$ cat src/rtl/clk_trig_pkg.sv
// Shared definitions for the clock+trigger link receiver: FSM state encoding and mode codes.
package clk_trig_pkg;

  typedef enum logic [1:0] {
    ST_ACQUIRE = 2'd0,
    ST_TRACK   = 2'd1,
    ST_LOCKED  = 2'd2
  } state_e;

  localparam logic MODE_DUTY = 1'b0;
  localparam logic MODE_MISS = 1'b1;

endpackage

$ cat src/rtl/cnt_in_sync.sv
// Two-flop synchronizer for the encoded line plus a registered rising-edge detector.
// level_o and rise_o change together, three fastclk edges after the input rises.
module cnt_in_sync (
  input  logic fastclk,
  input  logic reset,
  input  logic d_i,
  output logic level_o,
  output logic rise_o
);

  logic [2:0] sync_q;
  logic       rise_q;

  always_ff @(posedge fastclk or posedge reset) begin
    if (reset) begin
      sync_q <= 3'b000;
      rise_q <= 1'b0;
    end else begin
      sync_q <= {sync_q[1:0], d_i};
      rise_q <= sync_q[1] & ~sync_q[2];
    end
  end

  assign level_o = sync_q[2];
  assign rise_o  = rise_q;

endmodule

$ cat src/rtl/clk_trig_decoder.sv
// Receive side of the clock+trigger link: measures each encoded period, decodes the trigger
// bit (duty-cycle or missing-pulse), tracks lock and regenerates a 50% duty clock.
module clk_trig_decoder
  import clk_trig_pkg::*;
#(
  parameter int OVERSAMPLE = 8,
  parameter int TOL        = 1,
  parameter int CNT_W      = 6,
  parameter int LOCK_COUNT = 16
) (
  input  logic fastclk,
  input  logic reset,
  input  logic mode,
  input  logic enc_in,
  output logic clk_rec,
  output logic sym_stb,
  output logic trig_out,
  output logic locked,
  output logic err_stb
);

  localparam int LOCK_W = $clog2(LOCK_COUNT + 1);
  localparam int HALF_W = $clog2(OVERSAMPLE);
  localparam logic [CNT_W-1:0]  CNT_MAX   = '1;
  localparam logic [CNT_W-1:0]  CNT_ONE   = CNT_W'(1);
  localparam logic [CNT_W-1:0]  P_MIN     = CNT_W'(OVERSAMPLE - TOL);
  localparam logic [CNT_W-1:0]  P_MAX     = CNT_W'(OVERSAMPLE + TOL);
  localparam logic [CNT_W-1:0]  P_NOM     = CNT_W'(OVERSAMPLE);
  localparam logic [CNT_W-1:0]  P_MISS    = CNT_W'(OVERSAMPLE + OVERSAMPLE / 2);
  localparam logic [CNT_W:0]    EXT_ONE   = (CNT_W + 1)'(1);
  localparam logic [HALF_W-1:0] HALF_LOAD = HALF_W'(OVERSAMPLE / 2 - 1);
  localparam logic [LOCK_W-1:0] LOCK_LAST = LOCK_W'(LOCK_COUNT - 1);

  logic level, rise;

  state_e            state_q, state_d;
  logic [CNT_W-1:0]  period_q, period_d;
  logic [CNT_W-1:0]  high_q, high_d;
  logic [LOCK_W-1:0] lock_q, lock_d;
  logic [HALF_W-1:0] half_q, half_d;
  logic              mode_q;
  logic              clk_rec_q, clk_rec_d;
  logic              sym_stb_q, sym_stb_d;
  logic              err_stb_q, err_stb_d;
  logic              trig_q, trig_d;
  logic              locked_q, locked_d;

  logic              edge_evt, sym_evt, sym_val, err_evt;
  logic [CNT_W:0]    two_h, p_ext;
  logic              p_valid, ambiguous, duty_trig, mode_chg, timeout, saturated;

  cnt_in_sync u_sync (
    .fastclk (fastclk),
    .reset   (reset),
    .d_i     (enc_in),
    .level_o (level),
    .rise_o  (rise)
  );

  assign two_h     = {high_q, 1'b0};
  assign p_ext     = {1'b0, period_q};
  assign p_valid   = (period_q >= P_MIN) && (period_q <= P_MAX);
  assign ambiguous = (two_h <= p_ext + EXT_ONE) && (p_ext <= two_h + EXT_ONE);
  assign duty_trig = two_h < p_ext;
  assign mode_chg  = mode != mode_q;
  assign timeout   = (mode_q == MODE_MISS) && (period_q == P_MISS);
  assign saturated = period_q == CNT_MAX;

  always_comb begin
    state_d   = state_q;
    lock_d    = lock_q;
    trig_d    = trig_q;
    sym_stb_d = 1'b0;
    err_stb_d = 1'b0;
    edge_evt  = 1'b0;
    sym_evt   = 1'b0;
    sym_val   = 1'b0;
    err_evt   = 1'b0;

    if (rise) begin
      period_d = CNT_ONE;
      high_d   = CNT_ONE;
    end else begin
      period_d = saturated ? period_q : period_q + CNT_ONE;
      high_d   = (high_q == CNT_MAX) ? high_q : high_q + {{(CNT_W-1){1'b0}}, level};
    end

    if (mode_chg) begin
      state_d = ST_ACQUIRE;
      lock_d  = '0;
    end else if (state_q == ST_ACQUIRE) begin
      if (rise) begin
        state_d  = ST_TRACK;
        lock_d   = '0;
        edge_evt = 1'b1;
      end
    end else if (rise) begin
      edge_evt = 1'b1;
      if (!p_valid || ((mode_q == MODE_DUTY) && ambiguous)) begin
        err_evt = 1'b1;
      end else begin
        sym_evt = 1'b1;
        sym_val = (mode_q == MODE_DUTY) ? duty_trig : 1'b0;
      end
    end else if (timeout) begin
      // Synthetic edge: pull the count back one period so a later rise still measures nominal.
      edge_evt = 1'b1;
      sym_evt  = 1'b1;
      sym_val  = 1'b1;
      period_d = period_q + CNT_ONE - P_NOM;
    end else if (saturated) begin
      state_d = ST_ACQUIRE;
      lock_d  = '0;
    end

    if (err_evt) begin
      err_stb_d = 1'b1;
      state_d   = ST_TRACK;
      lock_d    = '0;
    end

    if (sym_evt) begin
      if (state_q == ST_LOCKED) begin
        sym_stb_d = 1'b1;
        trig_d    = sym_val;
      end else begin
        lock_d = lock_q + LOCK_W'(1);
        if (lock_q == LOCK_LAST) begin
          state_d = ST_LOCKED;
        end
      end
    end

    clk_rec_d = clk_rec_q;
    half_d    = half_q;
    if (state_d == ST_ACQUIRE) begin
      clk_rec_d = 1'b0;
      half_d    = '0;
    end else if (edge_evt) begin
      clk_rec_d = 1'b1;
      half_d    = HALF_LOAD;
    end else if (clk_rec_q) begin
      if (half_q == '0) begin
        clk_rec_d = 1'b0;
      end else begin
        half_d = half_q - HALF_W'(1);
      end
    end

    locked_d = state_d == ST_LOCKED;
  end

  always_ff @(posedge fastclk or posedge reset) begin
    if (reset) begin
      state_q   <= ST_ACQUIRE;
      period_q  <= '0;
      high_q    <= '0;
      lock_q    <= '0;
      half_q    <= '0;
      mode_q    <= 1'b0;
      clk_rec_q <= 1'b0;
      sym_stb_q <= 1'b0;
      err_stb_q <= 1'b0;
      trig_q    <= 1'b0;
      locked_q  <= 1'b0;
    end else begin
      state_q   <= state_d;
      period_q  <= period_d;
      high_q    <= high_d;
      lock_q    <= lock_d;
      half_q    <= half_d;
      mode_q    <= mode;
      clk_rec_q <= clk_rec_d;
      sym_stb_q <= sym_stb_d;
      err_stb_q <= err_stb_d;
      trig_q    <= trig_d;
      locked_q  <= locked_d;
    end
  end

  assign clk_rec  = clk_rec_q;
  assign sym_stb  = sym_stb_q;
  assign trig_out = trig_q;
  assign locked   = locked_q;
  assign err_stb  = err_stb_q;

endmodule

$ cat config.mk
export PLATFORM = sky130hd
export DESIGN_NAME = clk_trig_decoder
export DESIGN_NICKNAME = d
export VERILOG_FILES = /design/src/rtl/clk_trig_pkg.sv /design/src/rtl/cnt_in_sync.sv /design/src/rtl/clk_trig_decoder.sv
export SDC_FILE = /design/constraint.sdc
export NUM_CORES = 1
export LEC_CHECK = 0
export BUFFER_PORTS_ARGS = -buffer_cell sky130_fd_sc_hd__buf_2
export CORE_AREA = 5 5 92 94
export CTS_CLUSTER_SIZE = 10
export DETAILED_ROUTE_END_ITERATION = 12
export DIE_AREA = 0 0 97 99
export PLACE_DENSITY = 0.42
export SYNTH_ARGS = -nofsm -noshare
export SYNTH_HDL_FRONTEND = slang
export SYNTH_SLANG_ARGS = --single-unit
$ cat constraint.sdc
create_clock -name fastclk -period 4.11 [get_ports fastclk]
set_clock_uncertainty 0.05 [all_clocks]
set_input_delay 1.0275 -clock fastclk [delete_from_list [all_inputs] [get_ports fastclk]]
set_output_delay 1.0275 -clock fastclk [all_outputs]
set_load 0.05 [all_outputs]
==> out/metrics.cfg, run 1 <==
[die]
die_x_um=97
start_util_pct=29.05
fp-row-count=32
coreArea_um2=7567
ios=9
dieArea_um2=9603
die_h_um=99

[critical_path]
cp.depth=9
cp_max_fo=11
crit_end=lock_q[3]$_DFF_PP0_
r2r_slack_ns=0.85
crit_family=compound AO/OA/AOI/OAI gates
ff2ff_path_depth=9
cp.buffers_inverters=0
rr_endpoint=lock_q[3]$_DFF_PP0_
max_stage_delay_ns=0.49
crit_arrival_ns=3.38
path_common_cell=ha_1
worstReg2RegStart=period_q[0]$_DFF_PP0_
startpoint=period_q[0]$_DFF_PP0_
crit_path_top_delay_cell=dfrtp_1
required_ns=4.23
critical_path_class=register to register
cp-start-kind=register
crit_chain=ha_1, xnor2_1, ha_1, a21o_1, maj3_2, a2111o_1, o2111ai_1, a2111oi_0, a221o_1
end_kind=register

[yosys]
syn_area_um2=2198
synth_ff_type=dfrtp_1
ys_seq_elements=32
ys_warn_count=0
ys_seq_area_share_pct=36.43
synthArstFlopShare_pct=100.0
synth_nets=265
syn_inst=238
synth.distinct_cells=56
syn_avg_cell_area_um2=9.237
synth_edf_count=0

[pwr]
power.switching_w=0.0004228
internal-power_w=0.0007209
p_leak_nw=1.140
power_density_nw_per_um2=469.7
p_seq_share_pct=37.2
peakVddDrop_v=0.0001096
swShare_pct=36.96
power_frac_clock_pct=26.2
comb_power_share_pct=36.6
p_total_w=0.001144

[detailed_routing]
drt-wirelength-per-cell_um=14.03
drt-vias-per-instance=4.842
finalWirelength_um=4898
drc_errors=0
postRouteAntennaNets=0
num_vias=1690
drt_pass1_iterations=4
drt_iter0_drc=59

[global_routing]
overflow=0
track_usage_pct=10.87
antenna_found_initial=0
grt_pass1_wl_um=8349
grt_max_degree=33
grt_pass1_vias=1696

[sta]
fin_tns_setup_ns=0
tightest_slew_ns=0.8311
final.setup.worst_slack_ns=0.8462
rsz0062_at_grt=false
fin_crit_ns=3.264
final-setup-viol-count=0
fmax_ghz=0.3064
finalHoldViolations=0
slew_headroom_pct=44.54
drv_slew=0
finalCritPeriodShare_pct=79.41

[clock_network]
cts_sinks=32
root_buffer=clkbuf_8
cts_tree=built
worst_skew_pair.late_latency_ns=0.29
path_clk_slew_ns=0.07
cts_hold_buf=0
cts_htree_levels=2
postCtsSetupBuffers=0
post_cts_resized=0
cts_max_path_buffers=2
numCtsBuffers=5

[finish]
num-fill-cells=807
mostFrequentLayoutCells=32 x dfrtp_1, 28 x nor2_1, 23 x ha_1, 20 x inv_1, 14 x nand2_1
antennaDiodeCount=0
syn2layout_area_growth_pct=10.76
drive_gt1_share_pct=12.15
fin_nets=273
final_common_cell=dfrtp_1

[placement]
io_buffers=8
dp_hpwl_um=3649
place_ws_ns=0.8627
place_congestion=0.7613

[job]
cap_violations=0

[min_path]
min_path_type=register to register

[outcome]
status=complete, no violations

[metal layers]
layer	track usage, %	share of wire [%]
met1	14.37	50
met3	2.477	2.9
met5	0	0
met2	16.61	44
met4	5.508	2.6
[worst register-to-register path, cell delays in order (launching register included)]
cell and delay (ns):
dfrtp_1 0.49, ha_1 0.29, xnor2_1 0.19, ha_1 0.27, a21o_1 0.19, maj3_2 0.31, a2111o_1 0.43, o2111ai_1 0.38
a2111oi_0 0.25, a221o_1 0.31
[worst min path at each step]
stage / start / end / slack, ns / depth (start not counted)
floorplan: u_sync.sync_q[0]$_DFF_PP0_ / u_sync.sync_q[1]$_DFF_PP0_ / 0.28 / 0
global route: u_sync.sync_q[0]$_DFF_PP0_ / u_sync.sync_q[1]$_DFF_PP0_ / 0.31 / 0
global placement: u_sync.sync_q[0]$_DFF_PP0_ / u_sync.sync_q[1]$_DFF_PP0_ / 0.29 / 0
finish: u_sync.sync_q[0]$_DFF_PP0_ / u_sync.sync_q[1]$_DFF_PP0_ / 0.30 / 0
detailed placement: u_sync.sync_q[0]$_DFF_PP0_ / u_sync.sync_q[1]$_DFF_PP0_ / 0.29 / 0
CTS: u_sync.sync_q[0]$_DFF_PP0_ / u_sync.sync_q[1]$_DFF_PP0_ / 0.30 / 0
[power by group through the flow]
stage | sequential [W] | clock, W | combinational, W
2_1_floorplan | 0.000395 | 0 | 0.000372
3_3_place_gp | 0.000433 | 0 | 0.000423
3_5_place_dp | 0.000431 | 0 | 0.000424
4_1_cts | 0.000427 | 0.000317 | 0.000424
5_1_grt | 0.000435 | 0.000324 | 0.000478
6_report | 0.000425 | 0.000300 | 0.000419
[stage by stage]
| stage | cells | util (%) | cell area, um2 | hold slack [ns] |
|---|---|---|---|---|
| 2_1_floorplan | 238 | - | 2198 | 0.2812 |
| 3_3_place_gp | 341 | 30.75 | 2327 | 0.2866 |
| 3_5_place_dp | 341 | 30.75 | 2327 | 0.2881 |
| 4_1_cts | 349 | 32.18 | 2435 | 0.3044 |
| 5_1_grt | 349 | 32.18 | 2435 | 0.3056 |
| 6_report | 349 | 32.18 | 2435 | 0.3012 |
[flip-flops by register name (all words and copies together) (netlist names)]
name	flops
high_q	6
period_q	6
lock_q	5
half_q	3
u_sync.sync_q	3
state_q	2
clk_rec	1
err_stb	1
locked	1
mode_q	1
sym_stb	1
trig_out	1
u_sync.rise_o	1
[cell families (layout without fill, tap and decap cells)]
logic type	after synthesis	count (layout)	share of synthesized area (%)
AO/OA/AOI/OAI	57	57	18.95
XOR/XNOR	10	10	4.667
adder cells (fa/ha/maj)	24	24	13.60
buffers and inverters	29	38	5.862
flip-flops	32	32	36.43
multiplexers	2	2	0.9107
AND/OR/NAND/NOR	84	84	19.58
[synthesized netlist by cell type (3+ instances only)]
cell / number / area, um2
nor3b_1: 3 / 22.52
nand3_1: 10 / 50.05
xnor2_1: 6 / 52.55
nand3b_1: 4 / 30.03
a21oi_1: 10 / 50.05
or3_1: 3 / 18.77
clkbuf_1: 4 / 15.01
o211ai_1: 4 / 30.03
a31oi_1: 3 / 18.77
dfrtp_1: 32 / 800.8
nor3_1: 5 / 25.02
inv_1: 20 / 75.07
nand2_1: 14 / 52.55
a2111oi_0: 3 / 26.28
and2_1: 3 / 18.77
o211a_1: 3 / 30.03
o21ai_0: 9 / 45.04
nor2_1: 28 / 105.1
ha_1: 23 / 287.8
a21o_1: 6 / 45.04
[layout make-up]
| class | instances | area, um2 | area share, % |
|---|---|---|---|
| clock buffer | 6 | 72.57 | 2.980 |
| multi-input combinational | 177 | 1269 | 52.11 |
| clock inverter | 2 | 35.03 | 1.439 |
| inverter | 20 | 75.07 | 3.083 |
| sequential | 32 | 800.8 | 32.89 |
| timing repair buffer | 10 | 55.05 | 2.261 |
| tap | 102 | 127.6 | 5.241 |
Note: power is estimated with default switching activity, not from simulation.
==> run 2, diff against run 1 <==
Clock period 4.11 ns to 3.3 ns, I/O delays scaled along.
==> out/metrics.cfg, run 2 (synthesized netlist as in run 1, its figures left out) <==
[job]
cap_violations=0

[pwr]
power_density_nw_per_um2=584.0
swShare_pct=37.22
internal-power_w=0.0009106
power_frac_clock_pct=26.4
p_total_w=0.001450
power.switching_w=0.0005398
p_seq_share_pct=35.7
comb_power_share_pct=38.0
p_leak_nw=1.169
peakVddDrop_v=0.0001509

[clock_network]
worst_skew_pair.late_latency_ns=0.29
numCtsBuffers=5
cts_max_path_buffers=2
post_cts_resized=0
root_buffer=clkbuf_8
cts_tree=built
postCtsSetupBuffers=0
cts_sinks=32
cts_hold_buf=0
cts_htree_levels=2
path_clk_slew_ns=0.07

[global_routing]
grt_pass1_wl_um=8825
grt_max_degree=33
track_usage_pct=11.36
grt_pass1_vias=1793
overflow=0
antenna_found_initial=0

[finish]
drive_gt1_share_pct=14.62
syn2layout_area_growth_pct=12.98
final_common_cell=dfrtp_1
final_design_area_no_fill_um2=2484
antennaDiodeCount=0
post-route-util_pct=32.82
reg.largest.list=high_q: 6 flops, period_q: 6 flops, lock_q: 5 flops
fin_nets=279
mostFrequentLayoutCells=32 x dfrtp_1, 28 x nor2_1, 23 x ha_1, 20 x inv_1, 14 x nand2_1
num-fill-cells=779

[detailed_routing]
drt_iter0_drc=68
finalWirelength_um=5153
drt-vias-per-instance=4.870
drt_pass1_iterations=4
drc_errors=0
postRouteAntennaNets=0
num_vias=1729
drt-wirelength-per-cell_um=14.52

[sta]
fmax_ghz=0.3262
fin_crit_ns=3.066
final-setup-viol-count=0
tightest_slew_ns=0.6293
slew_headroom_pct=58.00
finalCritPeriodShare_pct=92.90
finalHoldViolations=0
hold_ws_ns=0.3028
rsz0062_at_grt=false
fin_tns_setup_ns=0
drv_slew=0

[critical_path]
crit_end=lock_q[2]$_DFF_PP0_
path_common_cell=ha_1
crit_family=compound AO/OA/AOI/OAI gates
startpoint=period_q[1]$_DFF_PP0_
crit_chain=ha_1, xnor2_1, ha_1, a21o_1, maj3_2, a2111o_1, o2111ai_1, a21oi_2, a221o_1
end_kind=register
ff2ff_path_depth=9
r2r_slack_ns=0.23
cp-start-kind=register
critical_path_class=register to register
rr_endpoint=lock_q[2]$_DFF_PP0_
crit_arrival_ns=3.18
cp.buffers_inverters=0
cp_max_fo=8
crit_path_top_delay_cell=dfrtp_1
cp.depth=9
required_ns=3.42
worstReg2RegStart=period_q[1]$_DFF_PP0_
max_stage_delay_ns=0.45

[die]
die_x_um=97
coreArea_um2=7567
start_util_pct=29.05
die_h_um=99
dieArea_um2=9603
ios=9
fp-row-count=32

[min_path]
min_path_type=register to register

[placement]
dp_hpwl_um=3834
place_congestion=0.7535
io_buffers=8
place_area_um2=2372

[outcome]
status=complete, no violations

[run 2: layout make-up]
class	count	area, um2	share of cell area, %
Clock inverter	3	42.54	1.713
Inverter	20	75.07	3.023
Timing Repair Buffer	16	100.1	4.030
Sequential cell	32	800.8	32.24
Clock buffer	5	68.82	2.771
Multi-Input combinational cell	177	1269	51.08
Tap cell	102	127.6	5.139
[run 2: power by group through the flow]
stage | sequential [W] | clock (W) | combinational [W]
floorplan | 0.000491 | 0 | 0.000463
global placement | 0.000527 | 0 | 0.000561
detailed placement | 0.000527 | 0 | 0.000559
CTS | 0.000520 | 0.000400 | 0.000560
global route | 0.000529 | 0.000413 | 0.000627
finish | 0.000517 | 0.000383 | 0.000550
[run 2: worst min-delay path by stage]
stage	startpoint	end	slack, ns	cells past startpoint
after floorplan	u_sync.sync_q[0]$_DFF_PP0_	u_sync.sync_q[1]$_DFF_PP0_	0.28	0
after global placement	u_sync.sync_q[0]$_DFF_PP0_	u_sync.sync_q[1]$_DFF_PP0_	0.29	0
after detailed placement	u_sync.sync_q[0]$_DFF_PP0_	u_sync.sync_q[1]$_DFF_PP0_	0.29	0
after CTS	u_sync.sync_q[0]$_DFF_PP0_	u_sync.sync_q[1]$_DFF_PP0_	0.30	0
after global routing	u_sync.sync_q[0]$_DFF_PP0_	u_sync.sync_q[1]$_DFF_PP0_	0.30	0
final	u_sync.sync_q[0]$_DFF_PP0_	u_sync.sync_q[1]$_DFF_PP0_	0.30	0
[run 2: routing by layer]
layer / global-route usage, % / routed length [um] / part of all wire (%)
met3: 2.548 / 175 / 3.4
met5: 0 / 0 / 0
met1: 14.85 / 2566 / 50
met2: 18.84 / 2380 / 46
met4: 3.240 / 31 / 0.60
[run 2: worst reg2reg max path: stages, from the launching register on]
cell and delay [ns]:
dfrtp_1 0.45, ha_1 0.25, xnor2_1 0.20, ha_1 0.27
a21o_1 0.19, maj3_2 0.30, a2111o_1 0.43, o2111ai_1 0.30
a21oi_2 0.16, a221o_1 0.35
[run 2: per-stage QoR]
stage / instances / setup slack (ns)
after floorplan: 238 / 0.4074
after global placement: 347 / 0.2976
after detailed placement: 347 / 0.2481
after CTS: 355 / 0.2263
after global routing: 355 / 0.03456
final: 355 / 0.2342
==> run 3, diff against run 2 <==
Settings changed: CORE_AREA 5 5 92 94 to 5 5 93 95, DIE_AREA 0 0 97 99 to 0 0 98 100, SYNTH_HIERARCHICAL set to 1.
==> out/metrics.cfg, run 3 <==
[clock_network]
cts_hold_buf=0
cts_tree=built
root_buffer=clkbuf_8
cts_sinks=32
path_clk_slew_ns=0.07
postCtsSetupBuffers=0
worst_skew_pair.late_latency_ns=0.28
cts_max_path_buffers=2
numCtsBuffers=5
cts_htree_levels=2
post_cts_resized=0

[yosys]
syn_avg_cell_area_um2=9.618
ys_seq_elements=32
synth_top_area_share_pct=35.73
synth_area_leaders=dfrtp_1 36%, ha_1 13%, inv_1 4.2%, xnor2_1 3.9%, nor2_1 3.7%
synth_nets=260
synth_ff_type=dfrtp_1
ys_warn_count=6
synth_edf_count=0
synth.distinct_cells=59
ys_seq_area_share_pct=35.73
synthArstFlopShare_pct=100.0
yosysMostFrequentCell=dfrtp_1
syn_inst=233
synth_top_cell_by_area=dfrtp_1
syn_area_um2=2241
synthTopCellsByCount=32 x dfrtp_1, 25 x inv_1, 23 x ha_1

[sta]
fmax_ghz=0.3455
final-setup-viol-count=0
fin_crit_ns=2.894
rsz0062_at_grt=false
finalHoldViolations=0
fin_tns_setup_ns=0
hold_ws_ns=0.3027
tightest_slew_ns=0.6349
finalCritPeriodShare_pct=87.70
slew_headroom_pct=57.67
drv_slew=0

[detailed_routing]
drc_errors=0
drt-wirelength-per-cell_um=14.75
drt_iter0_drc=76
num_vias=1668
drt-vias-per-instance=4.752
drt_pass1_iterations=4
finalWirelength_um=5176
postRouteAntennaNets=0

[die]
fp-row-count=32
die_x_um=98
ios=9
dieArea_um2=9800
start_util_pct=29.30
coreArea_um2=7647
die_h_um=100

[global_routing]
overflow=0
grt_pass1_wl_um=8742
track_usage_pct=11.31
antenna_found_initial=0
grt_max_degree=29
grt_pass1_vias=1655

[finish]
syn2layout_area_growth_pct=12.79
multiInputGateArea_um2=1286
final_common_cell=dfrtp_1
num-fill-cells=788
fin_nets=275
seq_area_um2=800.8
drive_gt1_share_pct=17.27
post-route-util_pct=33.05
reg.largest.list=high_q: 6 flops, period_q: 6 flops, lock_q: 5 flops
mostFrequentLayoutCells=32 x dfrtp_1, 25 x inv_1, 23 x ha_1, 22 x nor2_1, 13 x a21oi_1
antennaDiodeCount=0

[outcome]
status=complete, no violations

[critical_path]
cp_max_fo=6
crit_arrival_ns=3.01
required_ns=3.41
cp-start-kind=register
critical_path_class=register to register
end_kind=register

[min_path]
min_path_type=register to register

[pwr]
p_leak_nw=1.178
peakVddDrop_v=0.0002311
power_density_nw_per_um2=632.3

[placement]
io_buffers=8
place_congestion=0.8450
dp_hpwl_um=3939

[job]
cap_violations=0

-- run 3: cell type report --
| type | count | share of cell area, % |
|---|---|---|
| multi-input cells | 168 | 50.89 |
| flip-flops and latches | 32 | 31.68 |
| well taps | 102 | 5.049 |
| inverters | 27 | 4.010 |
| clock buffers | 7 | 3.812 |
| repair buffers | 14 | 3.366 |
| clock inverters | 1 | 1.188 |
-- run 3: per-stage QoR --
| stage | std cells | instance area, um2 | power [W] | worst slack [ns] |
|---|---|---|---|---|
| 6_report | 351 | 2527 | 0.001598 | 0.4057 |
| 5_1_grt | 351 | 2527 | 0.001731 | 0.2005 |
| 4_1_cts | 351 | 2527 | 0.001624 | 0.3930 |
| 3_5_place_dp | 343 | 2401 | 0.001204 | 0.4184 |
| 3_3_place_gp | 343 | 2401 | 0.001205 | 0.4900 |
| 2_1_floorplan | 233 | 2241 | 0.001053 | 0.5428 |
-- run 3: cell families after synthesis --
kind of cell | after synthesis | share of synthesized area (%)
and+or+nand+nor | 72 | 17.31
AOI/OAI and AO/OA | 55 | 18.09
buffers and inverters | 33 | 6.867
DFF | 32 | 35.73
adders and majority gates | 24 | 13.29
xor gates and xnor gates | 15 | 7.817
muxes | 2 | 0.8934
-- run 3: where the power goes --
group | switching (W) | leakage, nW | internal [W]
sequential | 0.000102 | 0.423 | 0.000436
combinational | 0.000343 | 0.690 | 0.000305
clock | 0.000145 | 0.0645 | 0.000266
total | 0.000591 | 1.18 | 0.00101
-- run 3: metal layers --
metal | GRT usage (%) | share of wire [%] | up-vias
met5 | 0 | 0 | -
met4 | 2.875 | 0.70 | 0
met3 | 2.363 | 2.8 | 4
met2 | 18.48 | 47 | 18
met1 | 15.30 | 49 | 786
li1 | - | - | 860
-- run 3: final timing paths --
check                                                 from                          to  slack, ns  depth (start not counted)
worst max-delay path                 period_q[1]$_DFF_PP0_        trig_out$_DFFE_PP0P_       0.41                          9
worst min-delay path            u_sync/sync_q[0]$_DFF_PP0_  u_sync/sync_q[1]$_DFF_PP0_       0.30                          0
worst max register to register       period_q[1]$_DFF_PP0_        trig_out$_DFFE_PP0P_       0.41                          9
worst min register to register  u_sync/sync_q[0]$_DFF_PP0_  u_sync/sync_q[1]$_DFF_PP0_       0.30                          0
max in group asynchronous                            reset       half_q[0]$_DFFE_PP0P_       2.38                          3
min in group asynchronous                            reset  u_sync/sync_q[2]$_DFF_PP0_       0.37                          2
-- run 3: critical path, cell delays in order, from the launching register on --
cell and delay (ns):
dfrtp_1 0.46, ha_1 0.34, xnor2_1 0.17, ha_1 0.27
a21o_2 0.21, maj3_1 0.38, o32ai_4 0.30, o221ai_2 0.20
o211a_1 0.21, o32a_1 0.17
